[src/rtl/display_bcd_ctrl.sv]
// Six-digit display controller: binary-to-BCD via iterative double-dabble,
// with leading-zero blanking, live digit mask and overflow saturation.
module display_bcd_ctrl #(
    parameter int unsigned BIN_W   = 20,
    parameter int unsigned MAX_VAL = 999999
) (
    input  logic             clk,
    input  logic             rst_N,
    input  logic             start,
    input  logic [BIN_W-1:0] bin_in,
    input  logic             blank_lz,
    input  logic [5:0]       digit_mask,
    output logic             busy,
    output logic             done,
    output logic             ovf,
    output logic [5:0]       enable,
    output logic [23:0]      number_BCD
);

    localparam int unsigned CNT_W = $clog2(BIN_W + 1);

    typedef enum logic [1:0] {
        IDLE,
        CONV,
        UPDATE
    } state_t;

    state_t             state;
    state_t             state_next;
    logic [BIN_W-1:0]   bin_sh;
    logic [23:0]        bcd;
    logic [23:0]        bcd_adj;
    logic [CNT_W-1:0]   cnt;
    logic               lz_cap;
    logic               ovf_cap;
    logic               done_q;
    logic               ovf_q;
    logic [5:0]         en_reg;
    logic [5:0]         en_calc;
    logic [23:0]        number_q;
    logic               seen;
    int unsigned        idx;

    // State register
    always_ff @(posedge clk or negedge rst_N) begin
        if (!rst_N) begin
            state <= IDLE;
        end else begin
            state <= state_next;
        end
    end

    // Next-state logic
    always_comb begin
        state_next = state;
        case (state)
            IDLE:    if (start) state_next = CONV;
            CONV:    if (cnt == CNT_W'(1)) state_next = UPDATE;
            UPDATE:  state_next = IDLE;
            default: state_next = IDLE;
        endcase
    end

    // Output logic
    always_comb begin
        busy       = (state != IDLE);
        done       = done_q;
        ovf        = ovf_q;
        number_BCD = number_q;
        enable     = en_reg & digit_mask;
    end

    always_comb begin
        bcd_adj = '0;
        for (int unsigned i = 0; i < 6; i++) begin
            bcd_adj[4*i +: 4] = (bcd[4*i +: 4] >= 4'd5) ? bcd[4*i +: 4] + 4'd3
                                                         : bcd[4*i +: 4];
        end
    end

    // Digits from the most significant nonzero one down to digit 0 stay lit
    always_comb begin
        en_calc = '0;
        seen    = 1'b0;
        idx     = 0;
        for (int unsigned i = 0; i < 6; i++) begin
            idx          = 5 - i;
            seen         = seen | (bcd[4*idx +: 4] != 4'd0);
            en_calc[idx] = seen;
        end
        en_calc[0] = 1'b1;
    end

    always_ff @(posedge clk or negedge rst_N) begin
        if (!rst_N) begin
            bin_sh   <= '0;
            bcd      <= '0;
            cnt      <= '0;
            lz_cap   <= 1'b0;
            ovf_cap  <= 1'b0;
            done_q   <= 1'b0;
            ovf_q    <= 1'b0;
            en_reg   <= '0;
            number_q <= '0;
        end else begin
            done_q <= 1'b0;
            case (state)
                IDLE: begin
                    if (start) begin
                        bin_sh  <= bin_in;
                        lz_cap  <= blank_lz;
                        ovf_cap <= ({{(32-BIN_W){1'b0}}, bin_in} > 32'(MAX_VAL));
                        bcd     <= '0;
                        cnt     <= CNT_W'(BIN_W);
                    end
                end
                CONV: begin
                    {bcd, bin_sh} <= {bcd_adj, bin_sh} << 1;
                    cnt           <= cnt - CNT_W'(1);
                end
                UPDATE: begin
                    number_q <= ovf_cap ? 24'h999999 : bcd;
                    ovf_q    <= ovf_cap;
                    en_reg   <= (!lz_cap || ovf_cap) ? '1 : en_calc;
                    done_q   <= 1'b1;
                end
                default: ;
            endcase
        end
    end

endmodule

[config.mk]
export PLATFORM = sky130hd
export DESIGN_NAME = display_bcd_ctrl
export DESIGN_NICKNAME = d
export VERILOG_FILES = /design/src/rtl/display_bcd_ctrl.sv
export SDC_FILE = /design/constraint.sdc
export NUM_CORES = 1
export LEC_CHECK = 0
export BUFFER_PORTS_ARGS = -buffer_cell sky130_fd_sc_hd__clkbuf_2
export CAP_MARGIN = 20
export CELL_PAD_IN_SITES_DETAIL_PLACEMENT = 0
export CELL_PAD_IN_SITES_GLOBAL_PLACEMENT = 1
export CORE_MARGIN = 1.5
export CORE_UTILIZATION = 45
export CTS_BUF_LIST = sky130_fd_sc_hd__clkbuf_4
export DETAILED_ROUTE_END_ITERATION = 10
export GPL_ROUTABILITY_DRIVEN = 0
export PLACE_DENSITY = 0.84
export SYNTH_ARGS = -nofsm -noshare
export SYNTH_HDL_FRONTEND = slang
export SYNTH_SLANG_ARGS = --single-unit
export TNS_END_PERCENT = 100
[constraint.sdc]
create_clock -name clk -period 2 [get_ports clk]
set_clock_uncertainty 0.05 [all_clocks]
set_input_delay 0.4 -clock clk [delete_from_list [all_inputs] [get_ports clk]]
set_output_delay 0.4 -clock clk [all_outputs]
set_load 0.05 [all_outputs]
### Word-level counts from Yosys, hierarchy flattened

Index checks and enable logic that the tools add are counted.

| storage, ports and cells | value |
|---|---|
| bits in writable memories | 0 |
| input bits | 30 |
| memory bits (read-only) | 0 |
| memories | 0 |
| register bits after elaboration | 85 |
| logic and storage cells | 65 |
| output and inout port bits | 33 |
| latch bits | 0 |

| cells by class | value |
|---|---|
| div/mod/pow operators | 0 |
| add/sub/neg operators | 7 |
| bitwise logic cells | 5 |
| reduce and logical (&&, ||, !) cells | 13 |
| order comparisons | 7 |
| eq/ne operators | 5 |
| multiplexer cells | 18 |
| shift operators | 0 |
| multipliers | 0 |

Operators with widths:

| operator | count |
|---|---|
| $mux W24 | 2 |
| $pmux W24 S2 | 1 |
| $pmux W20 S2 | 1 |
| $ge A4 B3 Y1 const B | 6 |
| $add A4 B2 Y4 const B | 5 |
| $gt A20 B20 Y1 const B | 1 |
| $mux W20 | 1 |
| $mux W4 | 5 |
| $reduce_bool A4 Y1 | 5 |
| $pmux W5 S2 | 1 |
| $and A6 B6 Y6 | 1 |
| $mux W6 | 1 |
| $reduce_and A2 Y1 | 3 |
| $eq A5 B1 Y1 const B | 1 |
| $mux W5 | 1 |
| $sub A5 B1 Y5 const B | 1 |
| $mux W2 | 2 |
| $ne A2 B2 Y1 const B | 2 |
| $or A1 B1 Y1 | 4 |
| $pmux W2 S2 | 1 |
| $reduce_bool A2 Y1 | 2 |
| $add A3 B2 Y3 const B | 1 |
| $mux W3 | 1 |
| $eq A2 B1 Y1 const B | 1 |
| 5 further kinds | 5 |

### Depth between registers and ports, before layout

Gate-level depths: netlist of run 1.

| logic depth | value |
|---|---|
| depth after elaboration | 6 |
| depth in mapped cells | 6 |
| depth with buffers taken out | 6 |

### Least setup slack after synthesis of run 1

OpenSTA, ideal clock, no wires.

| timing path | value |
|---|---|
| path kind | register to register |
| start point | register bcd[8] |
| end point | register bcd[10] |
| path buffers | 0 |
| path slack | 0.447 ns |
| library setup time | 0.083 ns |
| stages on the path, launching flop included | 7 |
| period minus slack after synthesis | 1.553 ns |
| required time | 1.867 ns |
| arrival time | 1.420 ns |
| cell sequence | dfrtp_1 -> inv_1 -> ha_1 -> nand2b_1 -> a21oi_1 -> mux2_2 -> o21ai_0 |

| between the ends | value |
|---|---|
| longest elaborated chain between the ends | 3 |
| elaborated cells on any way between the ends | 4 |
| those cells by class | add/sub: 1; order compare: 1; mux: 2 |

RTL lines:

| what | line | text |
|---|---|---|
| start, declared | 31 | `logic [23:0] bcd;` |
| start signal, assigned | 118 | `{bcd, bin_sh} <= {bcd_adj, bin_sh} << 1;` |
| $add A4 B2 Y4 or $ge A4 B3 Y1 (tied branches) | 76 | `bcd_adj[4*i +: 4] = (bcd[4*i +: 4] >= 4'd5) ? bcd[4*i +: 4] + 4'd3` |
| $mux W4 (*) | 76 |  |
| $pmux W24 S2 (*) | 107 | `case (state)` |

Every way passes the cells marked *; elsewhere a longest branch is shown, timed or not.
A chain may end at the register's enable or synchronous reset.

### Final worst setup path of run 1

| timing path | value |
|---|---|
| start point | register state[0] |
| end point | output port busy |

| between the ends | value |
|---|---|
| longest elaborated chain between the ends | 1 |

RTL lines:

| what | line | text |
|---|---|---|
| start, declared | 28 | `state_t state;` |
| start signal, assigned | 49 | `state <= state_next;` |
| $reduce_bool A2 Y1 | 66 | `busy = (state != IDLE);` |
| end, declared | 13 | `output logic busy,` |

No other way between the ends.

==> results of run 1 <==
==> synth_stat cells (all sizes together), types with 2 or more instances <==
library cell and n:
mux2 4, buf 17, dfrtp 85, nand2b 15, ha 19, nor2 9
nor3 4, mux2i 2, o21ai 42, nor3b 4, or3 2, a32o 6
nand3 24, a21oi 10, and2 8, clkbuf 7, nand2 92, xnor2 6
inv 15, o31ai 17, a22oi 18
==> through the flow <==
step / setup WS (ps) / util [%]
after global placement: 337 / 52.2
after detailed placement: 246 / 52.2
after global routing: 5.08 / 54.2
after CTS: 98.8 / 54.2
final: 130 / 54.2
after floorplan: 447 / -
==> worst paths after layout <==
kind                            cells past startpoint                  startpoint  slack [ps]                         end
min in group asynchronous                           2                       rst_N         400       en_reg[2]$_DFFE_PN0P_
worst min register to register                      2  number_BCD[12]$_DFFE_PN0P_         430  number_BCD[12]$_DFFE_PN0P_
max in group asynchronous                           3                       rst_N         920          bcd[6]$_DFFE_PN0P_
worst min-delay path                                3                    blank_lz         100          lz_cap$_DFFE_PN0P_
worst max-delay path                                2        state[0]$_DFFE_PN0P_         130                        busy
worst max register to register                      6         bcd[20]$_DFFE_PN0P_         210       en_reg[1]$_DFFE_PN0P_
==> critical path, cell delays in order, from the launching register on <==
cell and delay, ps:
dfrtp_1 450, or2_2 310, clkbuf_2 240
==> logic make-up after synthesis <==
family | Yosys count | share of synthesized area, %
simple gates | 168 | 19.7
xor+xnor | 7 | 1.51
compound gates | 96 | 14.9
fa+ha+maj | 19 | 5.85
buf+inv | 39 | 4.12
flops | 85 | 52.3
mux | 6 | 1.60
==> power by group through the flow <==
stage	Sequential (W)	Combinational [W]	Clock (W)
after CTS	0.00298	0.00350	0.00117
after floorplan	0.00350	0.00209	0
after global placement	0.00299	0.00340	0
after global routing	0.00309	0.00388	0.00124
final	0.00298	0.00346	0.00114
after detailed placement	0.00302	0.00350	0
==> final cells by class <==
class	count	area, µm²	area share (%)
multi-input combinational	296	1770	37.5
clock inverter	5	83.8	1.77
sequential	85	2130	45.0
clock buffer	11	82.6	1.75
tap	108	135	2.86
inverter	15	56.3	1.19
timing repair buffer	74	468	9.90
==> layer usage <==
| layer | vias up | wire length, µm |
|---|---|---|
| li1 | 1571 | - |
| met3 | 11 | 303 |
| met5 | - | 0 |
| met1 | 1514 | 4190 |
| met4 | 0 | 129 |
| met2 | 64 | 3910 |
==> repair_timing <==
action                    in CTS  in global routing
gates resized for setup        0                  0
hold endpoints to repair      32                  0
hold buffers                   1                  0
==> impl_metrics.json, run 1 <==
{
  "status": "complete, no violations",
  "fin_nets": 530,
  "crit_path_start_kind": "flop",
  "placed_cells": 577,
  "antenna_left": 0,
  "finalSetupTns_ps": 0,
  "drcViolationCount": 0,
  "dr.pass1.iters": 4,
  "power_density_nw_per_um2": 1600,
  "drt_wl_total_mm": 8.54,
  "synth_ff_type": "dfrtp_1",
  "io_buffers": 62,
  "layout-drive-gt1-share_pct": 20.2,
  "mostFrequentLayoutCells": "nand2_1 (91), dfrtp_1 (85), clkbuf_2 (61)",
  "n_antenna_cell": 0,
  "fin_crit_sh_pct": 93.5,
  "critical_path.max_fanout": 6,
  "max_slew_margin_pct": 66.8,
  "die_area_um2": 9620,
  "synth_area_um2": 4070,
  "hold_viol": 0,
  "worst-slew-pin-transition_ps": 497,
  "grt_antenna_before_repair": 0,
  "wire_per_inst_um": 14.4,
  "grt_use_met1_pct": 25.8,
  "rows": 34,
  "grt_pass1_vias": 3131,
  "area_growth_pct": 16.2,
  "grt_start_max_net_pins": 47,
  "design_area_um2": 4730,
  "synthCells": 420,
  "grt_pass1_wl_mm": 14.7,
  "coreArea_um2": 8720,
  "final_common_cell": "nand2_1",
  "h-tree-depth": 3,
  "setup_viol": 0,
  "p_sw_share_pct": 44.2,
  "async_flop_share_pct": 100,
  "yosys.area.top_type": "dfrtp_1",
  "avgSynthCellArea_um2": 9.68,
  "synth-edff-count": 0,
  "holdWs_ps": 103,
  "fp.dieW_um": 98.1,
  "yosysUniqueCellTypes": 38,
  "fin_crit_ps": 1870,
  "postCtsSetupBuffers": 0,
  "netlist.area_leader.share_pct": 52.3,
  "crit_arrival_ps": 1420,
  "drtIter0Drc": 102,
  "root_buffer": "clkbuf_4",
  "grt_use_met2_pct": 30.1,
  "intPower_w": 0.00423,
  "p_leak_nw": 2.33,
  "crit_path_end_kind": "primary output",
  "yosys_warnings": 0,
  "syn-num-nets": 469,
  "insertion_delay_ps": 430,
  "switchingPower_w": 0.00335,
  "fill_cells": 805,
  "via_per_inst": 5.32,
  "yosys_register_bits": 85,
  "clock_path_buffers": 2,
  "dpl.hpwl_mm": 5.81,
  "p_clk_share_pct": 15.1,
  "use_met3_pct": 3.58,
  "synth_seq_area_share_pct": 52.3,
  "crit_required_ps": 1550,
  "num_vias": 3160,
  "fmax_ghz": 0.535,
  "ys_top_cells_by_area": "dfrtp_1 (52%), nand2_1 (8.4%), ha_1 (5.8%), o21ai_0 (4.9%), a22oi_1 (3.3%)",
  "min_path_type": "in -> reg",
  "fin_cells": 594,
  "cts_made_buffers": 9,
  "peakVddDrop_mv": 0.530,
  "io_pins": 63,
  "drv_slew": 0,
  "grt_overflow": 0,
  "comb_power_share_pct": 45.6,
  "start_util_pct": 46.6,
  "placed_area_um2": 4550,
  "cts.clk_slew.worst_paths_ps": 140,
  "cts_sinks": 85,
  "grt_use_total_pct": 18.8,
  "rsz0062_at_grt": "no",
  "cap_violations": 0,
  "power_w": 0.00758,
  "cts_tree": "done",
  "die_h_um": 98.1,
  "power_frac_seq_pct": 39.3,
  "top_usage_layer": "met2",
  "path_class": "reg -> out"
}
(Power assumes the default switching activity.)
==> run 2, diff against run 1 <==
CORE_UTILIZATION = 43   (was 45)
CTS_BUF_LIST = sky130_fd_sc_hd__clkbuf_16   (was sky130_fd_sc_hd__clkbuf_4)
PLACE_DENSITY = 0.81   (was 0.84)
==> impl_metrics.json, run 2 (same netlist as run 1, synthesis figures left out) <==
{
  "status": "finished, violations left",
  "violations": "hold timing",
  "postCtsSetupBuffers": 0,
  "grt_overflow": 0,
  "crit_arrival_ps": 1890,
  "cap_violations": 0,
  "fin_crit_ps": 1740,
  "rsz0062_at_grt": "no",
  "dr.pass1.iters": 4,
  "die_area_um2": 10000,
  "insertion_delay_ps": 330,
  "mostFrequentLayoutCells": "nand2_1 (91), dfrtp_1 (85), clkbuf_2 (61)",
  "io_pins": 63,
  "fmax_ghz": 0.573,
  "grt_pass1_vias": 3080,
  "regArea_um2": 2130,
  "drt_wl_total_mm": 8.66,
  "h-tree-depth": 3,
  "path_class": "reg -> reg",
  "dpl.hpwl_mm": 5.85,
  "drcViolationCount": 0,
  "timing.final.ws_setup_ps": 256,
  "start_util_pct": 44.2,
  "via_per_inst": 5.25,
  "finish.utilization_pct": 52.0,
  "grt_use_total_pct": 18.7,
  "cts.clk_slew.worst_paths_ps": 60,
  "crit_path_start_kind": "flop",
  "worst-slew-pin-transition_ps": 729,
  "die_h_um": 100,
  "area_growth_pct": 17.6,
  "crit_path_end_kind": "flop",
  "antenna_left": 0,
  "cts_sinks": 85,
  "power_density_nw_per_um2": 1650,
  "rows": 35,
  "fill_cells": 847,
  "layout-drive-gt1-share_pct": 19.8,
  "holdWs_ps": -2.89,
  "grt_start_max_net_pins": 42,
  "max_slew_margin_pct": 51.2,
  "grt_antenna_before_repair": 0,
  "hold_buffers": 0,
  "cts_tree": "done",
  "grt_pass1_wl_mm": 14.9,
  "final_common_cell": "nand2_1",
  "min_path_type": "in -> async",
  "crit_required_ps": 2140,
  "num_vias": 3134,
  "postCtsResizedCells": 0,
  "setup_viol": 0,
  "drv_slew": 0,
  "fin_nets": 530,
  "fp.dieW_um": 100,
  "critical_path.max_fanout": 4,
  "root_buffer": "clkbuf_16",
  "n_antenna_cell": 0,
  "coreArea_um2": 9200,
  "io_buffers": 62,
  "critPathLaunch": "bcd[20]$_DFFE_PN0P_",
  "worstReg2RegStart": "bcd[20]$_DFFE_PN0P_",
  "fin_crit_sh_pct": 87.2,
  "wire_per_inst_um": 14.5,
  "drtIter0Drc": 175,
  "finalSetupTns_ps": 0,
  "hold_viol": 2,
  "cts_made_buffers": 9,
  "pre_cts_ws_ps": 244,
  "peakVddDrop_mv": 0.650,
  "clock_path_buffers": 2,
  "p_leak_nw": 2.36,
  "multi_input_area_um2": 1770
}
run 2: cell types whose count changed in the layout (fill, tap and decap cells not counted), sizes merged:
cell and change:
bufinv -2, clkinv +5, clkbuf -2, dlygate4sd3 -1, clkinvlp -1, buf +1
run 2: final cells by class:
type,instances,share of cell area (%)
clock buffers,9,4.71
flip-flops and latches,85,44.5
well taps,111,2.90
inverters,15,1.18
multi-input cells,296,37.1
repair buffers,74,8.95
clock inverters,7,0.706
run 2: final timing paths:
check	to	slack, ps	cells after the start
min in group clk	bin_sh[0]$_DFFE_PN0P_	220	3
worst max register to register	en_reg[2]$_DFFE_PN0P_	260	6
max in group asynchronous	bcd[21]$_DFFE_PN0P_	1330	2
worst max-delay path	en_reg[2]$_DFFE_PN0P_	260	6
worst min register to register	en_reg[0]$_DFFE_PN0P_	410	1
worst min-delay path	number_BCD[11]$_DFFE_PN0P_	-3	1
run 2: per-stage QoR:
step	cells	cell area [µm²]	power, W	hold slack [ps]
after CTS	597	4780	0.00797	27.1
after global routing	597	4780	0.00853	30.4
after floorplan	420	4070	0.00559	54.4
final	597	4780	0.00790	-2.89
after global placement	581	4520	0.00636	370
after detailed placement	581	4520	0.00647	376
run 2: metal layers:
| layer | GRT usage, % | vias to the layer above | share of wire [%] |
|---|---|---|---|
| li1 | - | 1576 | - |
| met1 | 27.1 | 1461 | 50 |
| met2 | 28.7 | 88 | 45 |
| met3 | 2.99 | 9 | 4.7 |
| met4 | 5.85 | 0 | 1.1 |
| met5 | 0 | - | 0 |
run 2: where the power goes:
part           internal, W  leakage [nW]  switching [W]
registers          0.00244          1.09       0.000566
clock network     0.000821         0.131       0.000643
logic              0.00123          1.14        0.00221
total              0.00449          2.36        0.00342
run 2: worst max-delay path, cell delays in order, from the launching register on:
cell	delay [ps]
dfrtp_1	400
inv_1	130
ha_1	170
nor4bb_1	260
nand4b_1	210
nor3_1	280
o21ai_0	110
==> run 3, diff against run 2 <==
CELL_PAD_IN_SITES_DETAIL_PLACEMENT = 1   (was 0)
CELL_PAD_IN_SITES_GLOBAL_PLACEMENT = 2   (was 1)
CORE_UTILIZATION = 35   (was 43)
==> impl_metrics.json, run 3 (same netlist as run 1, synthesis figures left out) <==
{
  "io_buffers": 62,
  "antenna_left": 0,
  "p_leak_nw": 2.42,
  "worst-slew-pin-transition_ps": 482,
  "finish.utilization_pct": 43.4,
  "power_density_nw_per_um2": 1690,
  "crit_arrival_ps": 1340,
  "cpPeakStageDelay_ps": 430,
  "num_vias": 3220,
  "finalSetupTns_ps": 0,
  "r2r_cells": 6,
  "start_util_pct": 35.8,
  "fin_crit_sh_pct": 89.6,
  "cp_cell_sequence": "or2_2, clkbuf_2",
  "crit_path_start_kind": "flop",
  "fp.dieW_um": 111,
  "max_slew_margin_pct": 67.8,
  "critPathLaunch": "state[0]$_DFFE_PN0P_",
  "fill_cells": 1305,
  "cts_sinks": 85,
  "cts_tree": "done",
  "grt_start_max_net_pins": 47,
  "reg2reg_to": "en_reg[1]$_DFFE_PN0P_",
  "mostFrequentLayoutCells": "nand2_1 (91), dfrtp_1 (85), clkbuf_2 (61)",
  "clock_path_buffers": 2,
  "multi_input_area_um2": 1780,
  "fmax_ghz": 0.558,
  "crit_path_end_kind": "primary output",
  "min_from": "blank_lz",
  "n_antenna_cell": 0,
  "via_per_inst": 5.06,
  "hold_path_depth": 3,
  "rsz0062_at_grt": "no",
  "die_area_um2": 12300,
  "intPower_w": 0.00480,
  "worstReg2RegStart": "bcd[20]$_DFFE_PN0P_",
  "setup_viol": 0,
  "power_frac_seq_pct": 36.1,
  "path_class": "reg -> out",
  "drtIter0Drc": 81,
  "switchingPower_w": 0.00351,
  "min_delay_worst_endpoint": "lz_cap$_DFFE_PN0P_",
  "cts_made_buffers": 9,
  "regArea_um2": 2130,
  "layout-drive-gt1-share_pct": 20.9,
  "r2r_slack_ps": 220,
  "drcViolationCount": 0,
  "hold_viol": 0,
  "postCtsSetupBuffers": 0,
  "grt_overflow": 0,
  "cp_slowest_cell": "dfrtp_1",
  "final_common_cell": "nand2_1",
  "status": "complete, no violations",
  "io_pins": 63,
  "grt_pass1_vias": 3377,
  "p_sw_share_pct": 42.3,
  "crit_required_ps": 1550,
  "p_clk_share_pct": 20.9,
  "grt_pass1_wl_mm": 16.9,
  "coreArea_um2": 11400,
  "fin_crit_ps": 1790,
  "die_h_um": 111,
  "cts.clk_slew.worst_paths_ps": 60,
  "root_buffer": "clkbuf_16",
  "h-tree-depth": 3,
  "peakVddDrop_mv": 0.650,
  "cp_num_buf_inv": 1,
  "drv_slew": 0,
  "wire_per_inst_um": 15.4,
  "comb_power_share_pct": 43.0,
  "dr.pass1.iters": 4,
  "fin_nets": 537,
  "grt_antenna_before_repair": 0,
  "grt_use_total_pct": 17.1,
  "drt_wl_total_mm": 9.79,
  "cap_violations": 0,
  "area_growth_pct": 21.3,
  "insertion_delay_ps": 340,
  "critical-path-top-delay-family": "flip-flops",
  "rows": 39,
  "dpl.hpwl_mm": 7.15,
  "min_path_type": "in -> reg",
  "critical_path.max_fanout": 6
}
-- run 3: changes by cell type in the layout (fill, tap and decap cells not counted) --
cell           previous run  this run
buf_4                    11        17
bufinv_16                 0         2
clkinv_2                  3         2
clkinvlp_4                1         0
dlygate4sd3_1             0         1
nor3_1                    4         3
nor3_2                    0         1
-- run 3: area by class of cell --
type                       count  area share [%]
inverter                      15            1.14
sequential                    85            43.1
multi-input combinational    296            36.1
timing repair buffer          81            9.79
tap                          143            3.63
clock buffer                   9            4.57
clock inverter                 7            1.65
-- run 3: worst register-to-register path, delay by kind of cell (launching register included) --
family | cells | cell delay [ps]
AND/OR/NAND/NOR | 3 | 790
buffers and inverters | 1 | 130
AO/OA/AOI/OAI | 1 | 110
flip-flops | 1 | 410
adder cells (fa/ha/maj) | 1 | 170
-- run 3: how the worst max path moves through the flow --
| stage | endpoint | depth (start not counted) |
|---|---|---|
| CTS | en_reg[1]$_DFFE_PN0P_ | 6 |
| detailed placement | en_reg[1]$_DFFE_PN0P_ | 6 |
| floorplan | bcd[10]$_DFFE_PN0P_ | 6 |
| finish | busy | 2 |
| global placement | en_reg[1]$_DFFE_PN0P_ | 6 |
| global route | en_reg[2]$_DFFE_PN0P_ | 6 |
-- run 3: layer usage --
metal	track usage, %	wire [µm]
met1	22.8	4590
met2	27.7	4660
met3	3.34	370
met4	6.41	161
met5	0	0
-- run 3: timing repair --
item	4_1_cts	5_1_grt
hold endpoints to repair	31	0
endpoints found under the setup margin	0	2
hold buffers	1	0
resized for setup	0	1
-- run 3: power by group through the flow --
stage                     clock network, W  registers (W)  logic [W]
after CTS                          0.00179        0.00301    0.00363
after floorplan                          0        0.00350    0.00209
after detailed placement                 0        0.00303    0.00362
after global placement                   0        0.00299    0.00348
after global routing               0.00186        0.00312    0.00399
final                              0.00174        0.00300    0.00358
-- run 3: stage by stage --
step / std cells / setup WS, ps / cell area, µm² / power, W / hold WS [ps]
2_1_floorplan: 420 / 447 / 4070 / 0.00559 / 54.4
3_3_place_gp: 619 / 315 / 4610 / 0.00647 / 338
3_5_place_dp: 619 / 151 / 4610 / 0.00665 / 341
4_1_cts: 636 / 139 / 4930 / 0.00842 / 198
5_1_grt: 636 / 26.1 / 4930 / 0.00897 / 220
6_report: 636 / 208 / 4930 / 0.00831 / 201
